## src/rtl/uart_pkg.sv

```systemverilog
// uart_pkg: shared types and constants for the UART receive datapath.
//   rx_state_e  - receiver FSM states
//   OVERSAMPLE  - baud_tick pulses per bit period
//   MID_SAMPLE  - START-state tick count at which the start bit is re-checked
//   BIT_END     - tick count at which a data/parity/stop bit is sampled
package uart_pkg;

  localparam int         OVERSAMPLE = 16;
  localparam logic [3:0] MID_SAMPLE = 4'd7;
  localparam logic [3:0] BIT_END    = 4'd15;

  typedef enum logic [2:0] {
    IDLE,
    START,
    DATA,
    PARITY,
    STOP,
    WAIT_IDLE
  } rx_state_e;

endpackage

```

## src/rtl/rx_sipo.sv

```systemverilog
// rx_sipo: serial-in / parallel-out shift register, LSB first.
// Each enabled cycle shifts right and loads the serial bit at the MSB, so after
// W shifts the first bit received sits in bit 0.
//   clk        in  system clock
//   reset      in  asynchronous active-low reset
//   i_shift_en in  shift strobe
//   i_sdata    in  serial bit
//   o_pdata    out parallel word [W-1:0]
module rx_sipo #(
  parameter int W = 8
) (
  input  logic         clk,
  input  logic         reset,
  input  logic         i_shift_en,
  input  logic         i_sdata,
  output logic [W-1:0] o_pdata
);

  logic [W-1:0] r_shift;

  always_ff @(posedge clk or negedge reset) begin
    if (!reset)          r_shift <= '0;
    else if (i_shift_en) r_shift <= {i_sdata, r_shift[W-1:1]};
  end

  assign o_pdata = r_shift;

endmodule

```

## src/rtl/uart_rx_datapath.sv

```systemverilog
// uart_rx_datapath: UART receiver, serial line -> held byte with valid/ready.
// Frame: start(0), DATA_BITS data LSB first, [even parity], stop(1).
// The line is sampled on a 16x oversample enable.
//
// Optional feature macro: UART_RX_PARITY_EN (adds the even-parity bit and
// parity_err; without it parity_err is tied 0).
//
// Ports:
//   clk         in  system clock
//   reset       in  asynchronous active-low reset
//   baud_tick   in  one-clk enable at 16x baud
//   rx_in       in  raw serial line (async, idle high)
//   rx_ready    in  consumer accepts data_out this cycle
//   data_out    out received word, stable while data_valid
//   data_valid  out data_out holds an unconsumed word
//   frame_err   out one-clk pulse: stop bit sampled 0
//   parity_err  out one-clk pulse: parity mismatch
//   overrun_err out one-clk pulse: new word arrived while old one unconsumed
module uart_rx_datapath #(
  parameter int OVERSAMPLE = 16,
  parameter int DATA_BITS  = 8
) (
  input  logic                 clk,
  input  logic                 reset,
  input  logic                 baud_tick,
  input  logic                 rx_in,
  input  logic                 rx_ready,
  output logic [DATA_BITS-1:0] data_out,
  output logic                 data_valid,
  output logic                 frame_err,
  output logic                 parity_err,
  output logic                 overrun_err
);
  import uart_pkg::*;

  if (OVERSAMPLE != uart_pkg::OVERSAMPLE) begin : g_bad_os
    $error("uart_rx_datapath: OVERSAMPLE must be 16");
  end
  if (DATA_BITS < 5 || DATA_BITS > 8) begin : g_bad_db
    $error("uart_rx_datapath: DATA_BITS must be 5..8");
  end

  localparam logic [2:0] LAST_BIT = 3'(DATA_BITS - 1);

  // Two-flop synchronizer; reset to the idle (high) line level.
  logic r_sync1, r_sync2;
  logic w_rx_s;

  always_ff @(posedge clk or negedge reset) begin
    if (!reset) begin
      r_sync1 <= 1'b1;
      r_sync2 <= 1'b1;
    end else begin
      r_sync1 <= rx_in;
      r_sync2 <= r_sync1;
    end
  end

  assign w_rx_s = r_sync2;

  rx_state_e            r_state;
  logic [3:0]           r_tick_cnt;
  logic [2:0]           r_bit_idx;
  logic [DATA_BITS-1:0] w_shift;
  logic                 w_tick_end;
  logic                 w_shift_en;
  logic                 w_stop_smp;
  logic                 w_commit;

  assign w_tick_end = baud_tick && (r_tick_cnt == BIT_END);
  assign w_shift_en = (r_state == DATA) && w_tick_end;
  assign w_stop_smp = (r_state == STOP) && w_tick_end;
  assign w_commit   = w_stop_smp && w_rx_s;

  rx_sipo #(.W(DATA_BITS)) u_sipo (
    .clk        (clk),
    .reset      (reset),
    .i_shift_en (w_shift_en),
    .i_sdata    (w_rx_s),
    .o_pdata    (w_shift)
  );

  always_ff @(posedge clk or negedge reset) begin
    if (!reset) begin
      r_state    <= IDLE;
      r_tick_cnt <= '0;
      r_bit_idx  <= '0;
    end else if (r_state == WAIT_IDLE) begin
      // Untimed: a held break must return high before we re-arm.
      if (w_rx_s) r_state <= IDLE;
    end else if (baud_tick) begin
      case (r_state)
        IDLE: begin
          if (!w_rx_s) begin
            r_state    <= START;
            r_tick_cnt <= '0;
          end
        end
        START: begin
          if (r_tick_cnt == MID_SAMPLE) begin
            r_tick_cnt <= '0;
            r_bit_idx  <= '0;
            r_state    <= w_rx_s ? IDLE : DATA;  // high at mid-bit = glitch
          end else begin
            r_tick_cnt <= r_tick_cnt + 4'd1;
          end
        end
        DATA: begin
          r_tick_cnt <= r_tick_cnt + 4'd1;       // wraps 15 -> 0
          if (r_tick_cnt == BIT_END) begin
            r_bit_idx <= r_bit_idx + 3'd1;
            if (r_bit_idx == LAST_BIT) begin
`ifdef UART_RX_PARITY_EN
              r_state <= PARITY;
`else
              r_state <= STOP;
`endif
            end
          end
        end
        PARITY: begin
          r_tick_cnt <= r_tick_cnt + 4'd1;
          if (r_tick_cnt == BIT_END) r_state <= STOP;
        end
        STOP: begin
          r_tick_cnt <= r_tick_cnt + 4'd1;
          if (r_tick_cnt == BIT_END) r_state <= w_rx_s ? IDLE : WAIT_IDLE;
        end
        default: r_state <= IDLE;
      endcase
    end
  end

  // Output word and handshake. A commit that meets an accept in the same
  // cycle replaces the word and keeps data_valid high.
  logic [DATA_BITS-1:0] r_data;
  logic                 r_valid;
  logic                 r_frame_err;
  logic                 r_overrun;

  always_ff @(posedge clk or negedge reset) begin
    if (!reset) begin
      r_data      <= '0;
      r_valid     <= 1'b0;
      r_frame_err <= 1'b0;
      r_overrun   <= 1'b0;
    end else begin
      r_frame_err <= w_stop_smp && !w_rx_s;
      r_overrun   <= w_commit && r_valid && !rx_ready;
      if (w_commit && (!r_valid || rx_ready)) begin
        r_data  <= w_shift;
        r_valid <= 1'b1;
      end else if (r_valid && rx_ready) begin
        r_valid <= 1'b0;
      end
    end
  end

`ifdef UART_RX_PARITY_EN
  logic r_parity_err;

  // Even parity: data bits plus parity bit must XOR to 0.
  always_ff @(posedge clk or negedge reset) begin
    if (!reset) r_parity_err <= 1'b0;
    else        r_parity_err <= (r_state == PARITY) && w_tick_end &&
                                ((^w_shift) ^ w_rx_s);
  end

  assign parity_err = r_parity_err;
`else
  assign parity_err = 1'b0;
`endif

  assign data_out    = r_data;
  assign data_valid  = r_valid;
  assign frame_err   = r_frame_err;
  assign overrun_err = r_overrun;

endmodule

```

## config.mk

```make
export PLATFORM = sky130hd
export DESIGN_NAME = uart_rx_datapath
export DESIGN_NICKNAME = d
export VERILOG_FILES = /design/src/rtl/uart_pkg.sv /design/src/rtl/rx_sipo.sv /design/src/rtl/uart_rx_datapath.sv
export SDC_FILE = /design/constraint.sdc
export NUM_CORES = 1
export LEC_CHECK = 0
export BUFFER_PORTS_ARGS = -buffer_cell sky130_fd_sc_hd__buf_2
export CORE_MARGIN = 4
export CORE_UTILIZATION = 51
export CTS_CLUSTER_SIZE = 16
export DETAILED_ROUTE_END_ITERATION = 7
export GPL_TIMING_DRIVEN = 0
export PLACE_DENSITY = 0.74
export SLEW_MARGIN = 20
export SYNTH_ARGS = -nofsm -noshare
export SYNTH_HDL_FRONTEND = slang
export SYNTH_SLANG_ARGS = --single-unit
export TNS_END_PERCENT = 20
```

## constraint.sdc

```tcl
create_clock -name clk -period 1.8 [get_ports clk]
set_input_delay 0.18 -clock clk [delete_from_list [all_inputs] [get_ports clk]]
set_output_delay 0.18 -clock clk [all_outputs]
set_load 0.01 [all_outputs]
```

==> impl_metrics.ini, run 1 <==
[sta]
finalCritPeriodShare = 1.031
setup_ws_ps = -56.60
whs_ps = 140.3
finalHoldViolations = 0
final_max_slew_viol_count = 0
min_period_ps = 1857
grt_setup_unrepaired = true
fmax_mhz = 538.6
max-slew-margin-rel = 0.5551
fin_skew_ps = 13.56
finalSetupViolCount = 9
worst_slew_pin_slew_ps = 667.3

[status]
violations = negative setup slack
status = complete, but fails checks

[die]
ios = 17
rows = 19
design.die.area_sq_um = 3775
die_w_um = 61.44
core_area_sq_um = 2734
die_h_um = 61.44
start_util = 0.5327

[detailed_routing]
drt_iter0_drc = 23
wl_per_cell_um = 15.03
wirelength_mm = 2.690
dr.pass1.iters = 4
via_count = 1028
post-route-drc-count = 0
vias_per_cell = 5.743
ant_nets = 0

[global_route]
grt_overflow = 0
antenna_found_initial = 0
grt_pass1_vias = 1000
grt_use_total = 0.1601
grt_pass1_wl_mm = 4.381
grt_max_degree = 32

[job]
cap_violations = 0

[layout]
final_cells = 179
finalNetCount = 155
seq_area_sq_um = 779.5
drive_gt1_frac = 0.4324
final_cell_mix = dfrtp_1 (28), buf_2 (16), nand2_1 (11)
final_common_cell = dfrtp_1
fill_cells = 204
multi_input_area_sq_um = 659.4
syn_to_final_growth_pct = 20.62
diodes = 0

[clocking]
cts_sinks = 31
cts_tree = yes
clockBufferDepth = 2
clkLatencyLatePin_ps = 330
numCtsBuffers = 5
root_buffer = clkbuf_4
clk_pin_slew_ps = 100
cts.htree.levels = 2

[critical_path]
required_ps = 2030
critPathLaunchType = flip-flop
arrival_ps = 2080
critPathMaxFanout = 10
critical-path-max-stage-delay_ps = 480
critPathLaunch = r_state[2]
crit_chain = clkbuf_1 > a21oi_1 > nand4b_1 > nor2_2 > mux2_2
cp_slowest_cell = dfrtp_1
end_kind = flip-flop
worstSetupPathType = flip-flop to flip-flop
reg2reg_from = r_state[2]

[place]
routabilityCongestion = 0.9210
placedCellCount = 163
port_buffers = 15

[power]
leakage_nw = 0.8664
design_power_total_mw = 2.206
ir_drop_mv = 0.9042
p_per_area_nw_per_um2 = 1256

[yosys]
yosys_register_bits = 31
yosysSeqAreaShare = 0.5344
yosys_most_used_dff = dfrtp_1
ys_warn_count = 0
synth_cells = 117
synth_area_sq_um = 1456
syn_avg_cell_area_sq_um = 12.45
synthArstFlopShare = 1.000
ys_types = 36
synth_nets = 125
synth_edf_count = 0

[worst_hold_path]
hp-class = primary input to flip-flop
min_from = rx_ready
cell usage after synthesis (3+ instances only):
cell     number  share of area
a21oi_1       4          0.014
buf_2         3          0.010
dfrtp_1      29           0.50
ha_1          3          0.026
mux2_2       10          0.077
mux2_4        8          0.082
nand2_1      11          0.028
nand3_1       4          0.014
nor2_1        6          0.015
nor3_1        3          0.010
o21ai_0       3          0.010
path summary, 6_finish.rpt:
path	to	slack, ps	cells past startpoint
max	r_state[0]	-60	5
min in group asynchronous	r_state[0]	420	2
max reg2reg	r_state[0]	-60	5
min	data_valid	140	3
max in group asynchronous	r_tick_cnt[3]	910	2
min reg2reg	r_sync2	360	0
area by class of cell:
type	instances	share of cell area
multi-input combinational	78	0.3754
buffer	7	0.03561
sequential	31	0.4437
clock buffer	7	0.03704
inverter	1	0.002137
tap	31	0.02208
timing repair buffer	23	0.07977
clock inverter	1	0.004274
metal layers:
layer | global-route usage | up-vias | wire length (um)
li1 | - | 486 | -
met1 | 0.2003 | 503 | 1158
met2 | 0.2523 | 30 | 1305
met3 | 0.04403 | 9 | 158
met4 | 0.08485 | 0 | 68
met5 | 0 | - | 0
sequential cells by signal, summed over array words and instances (netlist names):
name	cells
r_tick_cnt	4
data_valid	1
data_out	8
u_sipo.o_pdata	8
r_bit_idx	3
r_state	3
r_sync1	1
r_sync2	1
frame_err	1
overrun_err	1
worst max-delay path, delay by kind of cell (launching register included):
kind	cells	cell delay [ps]
flops	1	480
simple gates	2	450
buf+inv	1	370
mux	1	340
compound gates	1	120
through the flow:
| stage | util | cell area, sq um | setup TNS [ps] | setup WS [ps] |
|---|---|---|---|---|
| detailed placement | 0.5822 | 1592 | -1646 | -147.1 |
| finish | 0.6426 | 1757 | -420.9 | -56.60 |
| global route | 0.6426 | 1757 | -1502 | -143.2 |
| global placement | 0.5822 | 1592 | -1054 | -74.82 |
| CTS | 0.6371 | 1742 | -479.2 | -65.62 |
| floorplan | - | 1478 | -39.08 | -4.886 |
repair_timing:
item	4_1_cts	5_1_grt
endpoints found under the setup margin	16	19
hold buffers	2	0
endpoints found under the hold margin	30	0
buffers inserted	6	0
gates resized for setup	4	4
pin swaps	2	1
where the power goes:
part,internal [mW],switching [mW],total (mW)
sequential,0.846,0.135,0.981
clock,0.228,0.240,0.468
combinational,0.390,0.367,0.757
cell families (layout without fill, tap and decap cells):
group | Yosys count | in the layout | synth area share
simple gates | 37 | 37 | 0.1452
flops | 31 | 31 | 0.5344
mux | 20 | 20 | 0.1735
compound gates | 17 | 17 | 0.07904
buf+inv | 8 | 39 | 0.03951
fa+ha+maj | 3 | 3 | 0.02578
other cells | 1 | 1 | 0.002575
(Power assumes the default switching activity.)
==> run 2, diff against run 1 <==
Settings changed: MAX_ROUTING_LAYER set to met4.
==> run 2 against run 1 <==
  * The run still ends with negative setup slack left
  * Global-route usage up 0.68 points
  * Critical path depth rose by 1
  * Clock skew about the same
  * Critical path type unchanged
  * Critical endpoint is now data_out[0]
==> impl_metrics.ini, run 2 (synthesis results as in run 1) <==
[die]
ios = 17
die_h_um = 61.44
start_util = 0.5327
rows = 19
die_w_um = 61.44
core_area_sq_um = 2734
design.die.area_sq_um = 3775

[sta]
final_max_slew_viol_count = 0
worst_slew_pin_slew_ps = 667.2
grt_setup_unrepaired = true
min_period_ps = 1851
whs_ps = 141.3
finalHoldViolations = 0
finalCritPeriodShare = 1.029
fin_skew_ps = 13.68
max-slew-margin-rel = 0.5552
finalSetupViolCount = 9
fmax_mhz = 540.2
setup_ws_ps = -51.32

[critical_path]
worstSetupPathType = flip-flop to flip-flop
rrSetupSlack_ps = -50
path_delay_family = simple AND/OR/NAND/NOR gates
critical-path-max-stage-delay_ps = 460
critPathLaunch = r_tick_cnt[0]
crit_buf_inv = 1
r2r_end = data_out[0]
critPathLaunchType = flip-flop
arrival_ps = 2070
required_ps = 2020
reg2reg_from = r_tick_cnt[0]
crit_chain = ha_4 > nand4_4 > or4_4 > nor2b_4 > buf_12 > mux2_4
cp_slowest_cell = or4_4
end_kind = flip-flop
cp_num_cells = 6
critPathMaxFanout = 8
r2r_cells = 6

[detailed_routing]
ant_nets = 0
dr.pass1.iters = 4
via_count = 1027
drt_iter0_drc = 30
wirelength_mm = 2.669
vias_per_cell = 5.737
wl_per_cell_um = 14.91
post-route-drc-count = 0

[global_route]
grt_use_total = 0.1670
grt_overflow = 0
grt_max_degree = 32
grt_pass1_wl_mm = 4.395
antenna_found_initial = 0
grt_pass1_vias = 994

[clocking]
clockBufferDepth = 2
cts_sinks = 31
cts_tree = yes
numCtsBuffers = 5
cts.htree.levels = 2
clk_pin_slew_ps = 100
root_buffer = clkbuf_4
clkLatencyLatePin_ps = 330

[status]
status = complete, but fails checks
violations = negative setup slack

[power]
p_per_area_nw_per_um2 = 1254
ir_drop_mv = 0.9018
leakage_nw = 0.8664
design_power_total_mw = 2.202

[layout]
final_cells = 179
drive_gt1_frac = 0.4324
design_area_sq_um = 1757
seq_area_sq_um = 779.5
fill_cells = 204
finalNetCount = 155
diodes = 0
final_common_cell = dfrtp_1
multi_input_area_sq_um = 659.4
syn_to_final_growth_pct = 20.62
final_cell_mix = dfrtp_1 (28), buf_2 (16), nand2_1 (11)

[worst_hold_path]
holdPathStages = 3
worstHoldEndpoint = data_valid
hp-class = primary input to flip-flop
min_from = rx_ready

[job]
cap_violations = 0

[place]
placed_area_sq_um = 1592
routabilityCongestion = 0.9371
placedCellCount = 163
port_buffers = 15
-- run 2: cell counts in the layout (fill, tap and decap cells not counted) --
No cell type changed its count.
-- run 2: area by class of cell --
type	count	share of cell area
sequential	31	0.4437
tap	31	0.02208
buffer	7	0.03561
clock buffer	7	0.03704
timing repair buffer	23	0.07977
clock inverter	1	0.004274
inverter	1	0.002137
multi-input combinational	78	0.3754
-- run 2: stage by stage --
step           setup slack, ps  setup TNS, ps  utilization
2_1_floorplan           -4.886         -39.08            -
3_3_place_gp            -74.82          -1054       0.5822
3_5_place_dp            -147.1          -1646       0.5822
4_1_cts                 -65.62         -479.2       0.6371
5_1_grt                 -143.2          -1494       0.6426
6_report                -51.32         -412.4       0.6426
-- run 2: where the power goes --
part	leakage [nW]	total [mW]	switching [mW]	internal (mW)
sequential	0.399	0.980	0.135	0.846
combinational	0.429	0.757	0.367	0.390
clock	0.0375	0.465	0.237	0.228
-- run 2: timing repair --
item                                    CTS  global route
resized for setup                         4             4
hold buffers                              2             0
pin swaps                                 2             1
endpoints found under the setup margin   16            19
setup buffers                             6             0
hold endpoints to repair                 30             0
-- run 2: how the worst max path moves through the flow --
stage	slack, ps	endpoint
2_1_floorplan	-5	data_out[0]
3_3_place_gp	-70	data_out[6]
3_5_place_dp	-150	u_sipo.o_pdata[4]
4_1_cts	-70	data_out[0]
5_1_grt	-140	r_state[0]
6_report	-50	data_out[0]
-- run 2: metal layers --
layer	up-vias	share of wire	GRT usage
met5	-	0	-
met4	0	0.021	0.05758
met1	503	0.43	0.2029
met3	10	0.059	0.06918
met2	27	0.49	0.2508
li1	487	-	-
-- run 2: tightest hold or removal path, stage by stage --
cell and delay [ps]:
buf_2 70, nand2b_1 120, nand2_1 50
==> run 3, diff against run 2 <==
--- a/config.mk
+++ b/config.mk
@@ -6,12 +6,13 @@
 export NUM_CORES = 1
 export LEC_CHECK = 0
+export ABC_CLOCK_PERIOD_IN_PS = 2300
 export BUFFER_PORTS_ARGS = -buffer_cell sky130_fd_sc_hd__buf_2
 export CORE_MARGIN = 4
-export CORE_UTILIZATION = 51
+export CORE_UTILIZATION = 60
 export CTS_CLUSTER_SIZE = 16
 export DETAILED_ROUTE_END_ITERATION = 7
 export GPL_TIMING_DRIVEN = 0
 export MAX_ROUTING_LAYER = met4
-export PLACE_DENSITY = 0.74
+export PLACE_DENSITY = 0.82
 export SLEW_MARGIN = 20
 export SYNTH_ARGS = -nofsm -noshare
==> constraint.sdc (replaced) <==
create_clock -name clk -period 2.3 [get_ports clk]
set_input_delay 0.46 -clock clk [delete_from_list [all_inputs] [get_ports clk]]
set_output_delay 0.46 -clock clk [all_outputs]
set_load 0.01 [all_outputs]
==> run 3 against run 2 <==
  * The flow now finishes without violations
  * Cell count fell by 6.1%
  * Non-clock buffer count fell by 8
  * Clock skew shrank 8.1 ps
  * Sequential share of layout area increased by 3.1 points
  * Global-route usage increased by 0.99 points
  * Final area shrank 6.7%
  * Sequential cell count unchanged
  * Wire length fell by 8.0%
  * Sequential power decreased by 23%
  * Via count decreased by 6.2%
  * Utilization up 8.4 points
  * Critical path type unchanged
  * Largest power group unchanged
==> impl_metrics.ini, run 3 (synthesis results as in run 1) <==
[layout]
diodes = 0
final_common_cell = dfrtp_1
design_area_sq_um = 1639
drive_gt1_frac = 0.3714
finish.utilization = 0.7270
syn_to_final_growth_pct = 12.54
final_cell_mix = dfrtp_1 (29), buf_2 (18), nand2_1 (11)
finalNetCount = 147

[global_route]
grt_pass1_wl_mm = 4.298
grt_max_degree = 32
antenna_found_initial = 0
grt_overflow = 0
grt_use_total = 0.1769
grt_pass1_vias = 961

[die]
start_util = 0.6459
core_area_sq_um = 2255
design.die.area_sq_um = 3279
die_w_um = 57.27
ios = 17
die_h_um = 57.27
rows = 17

[sta]
worst_slew_pin_slew_ps = 652.5
finalCritPeriodShare = 0.9164
fin_skew_ps = 5.621
grt_setup_unrepaired = false
max-slew-margin-rel = 0.5650
finalSetupViolCount = 0
setup_tns_ps = 0
finalHoldViolations = 0
min_period_ps = 2108
final_max_slew_viol_count = 0
fmax_mhz = 474.4

[clocking]
hold_buffers = 0
cts_sinks = 31
cts_setup_buffers = 0
clkLatencyLatePin_ps = 320
clk_pin_slew_ps = 90
clockBufferDepth = 2
root_buffer = clkbuf_4
ctsResizeCount = 0
cts_tree = yes
numCtsBuffers = 5
cts.htree.levels = 2

[critical_path]
worstSetupPathType = flip-flop to flip-flop
critPathLaunch = r_tick_cnt[0]
end_kind = flip-flop
reg2reg_from = r_tick_cnt[0]
required_ps = 2520
critPathMaxFanout = 8
critPathLaunchType = flip-flop
arrival_ps = 2320

[place]
routabilityCongestion = 0.9446
placed_area_sq_um = 1567
port_buffers = 15
place_hpwl_mm = 1.750

[status]
status = complete, no violations

[power]
ir_drop_mv = 0.8158
p_per_area_nw_per_um2 = 974.6
leakage_nw = 0.8326

[detailed_routing]
drt_iter0_drc = 18
ant_nets = 0
dr.pass1.iters = 4
wl_per_cell_um = 14.62
via_count = 963
post-route-drc-count = 0
wirelength_mm = 2.456
vias_per_cell = 5.732

[worst_hold_path]
hp-class = primary input to asynchronous set/reset pin

[job]
cap_violations = 0
run 3: cell type report:
class	instances	area [sq um]
flip-flops and latches	31	778.2
multi-input cells	78	620.6
fillers	171	615.6
repair buffers	15	75.07
clock buffers	7	65.06
plain buffers	7	53.80
well taps	28	35.03
clock inverters	1	7.507
inverters	1	3.754
run 3: power by group:
part           total [mW]  internal [mW]  switching, mW
clock               0.359          0.179          0.180
sequential          0.756          0.661         0.0955
combinational       0.483          0.231          0.252
run 3: worst paths after layout:
kind	endpoint	slack, ps	cells after the start
hold reg to reg	r_sync2	360	0
min in group clk	r_sync1	230	1
setup / recovery	data_out[2]	190	6
setup reg to reg	data_out[2]	190	6
max in group asynchronous	r_state[0]	1730	1
hold / removal	r_tick_cnt[1]	150	1
run 3: routing by layer:
metal	GRT usage	up-vias	routed length (um)
met4	0.07616	0	43
li1	-	468	-
met1	0.2198	462	1073
met5	-	-	0
met2	0.2692	27	1197
met3	0.05204	6	141
run 3: critical path, cell delays in order, from the launching register on:
cell     delay (ps)
dfrtp_1         400
ha_1            300
nand4_2         160
or4_4           540
nor2b_4         160
buf_12          150
mux2_4          300
run 3: metrics by stage:
| stage | std cells | worst slack (ps) | hold slack [ps] | total power, mW |
|---|---|---|---|---|
| finish | 168 | 192.2 | 154.7 | 1.597 |
| global placement | 160 | 249.7 | 348.3 | 1.210 |
| detailed placement | 160 | 204.0 | 351.6 | 1.247 |
| floorplan | 117 | 360.1 | 164.4 | 1.131 |
| CTS | 168 | 184.5 | 172.9 | 1.609 |
| global route | 168 | 97.32 | 200.8 | 1.724 |
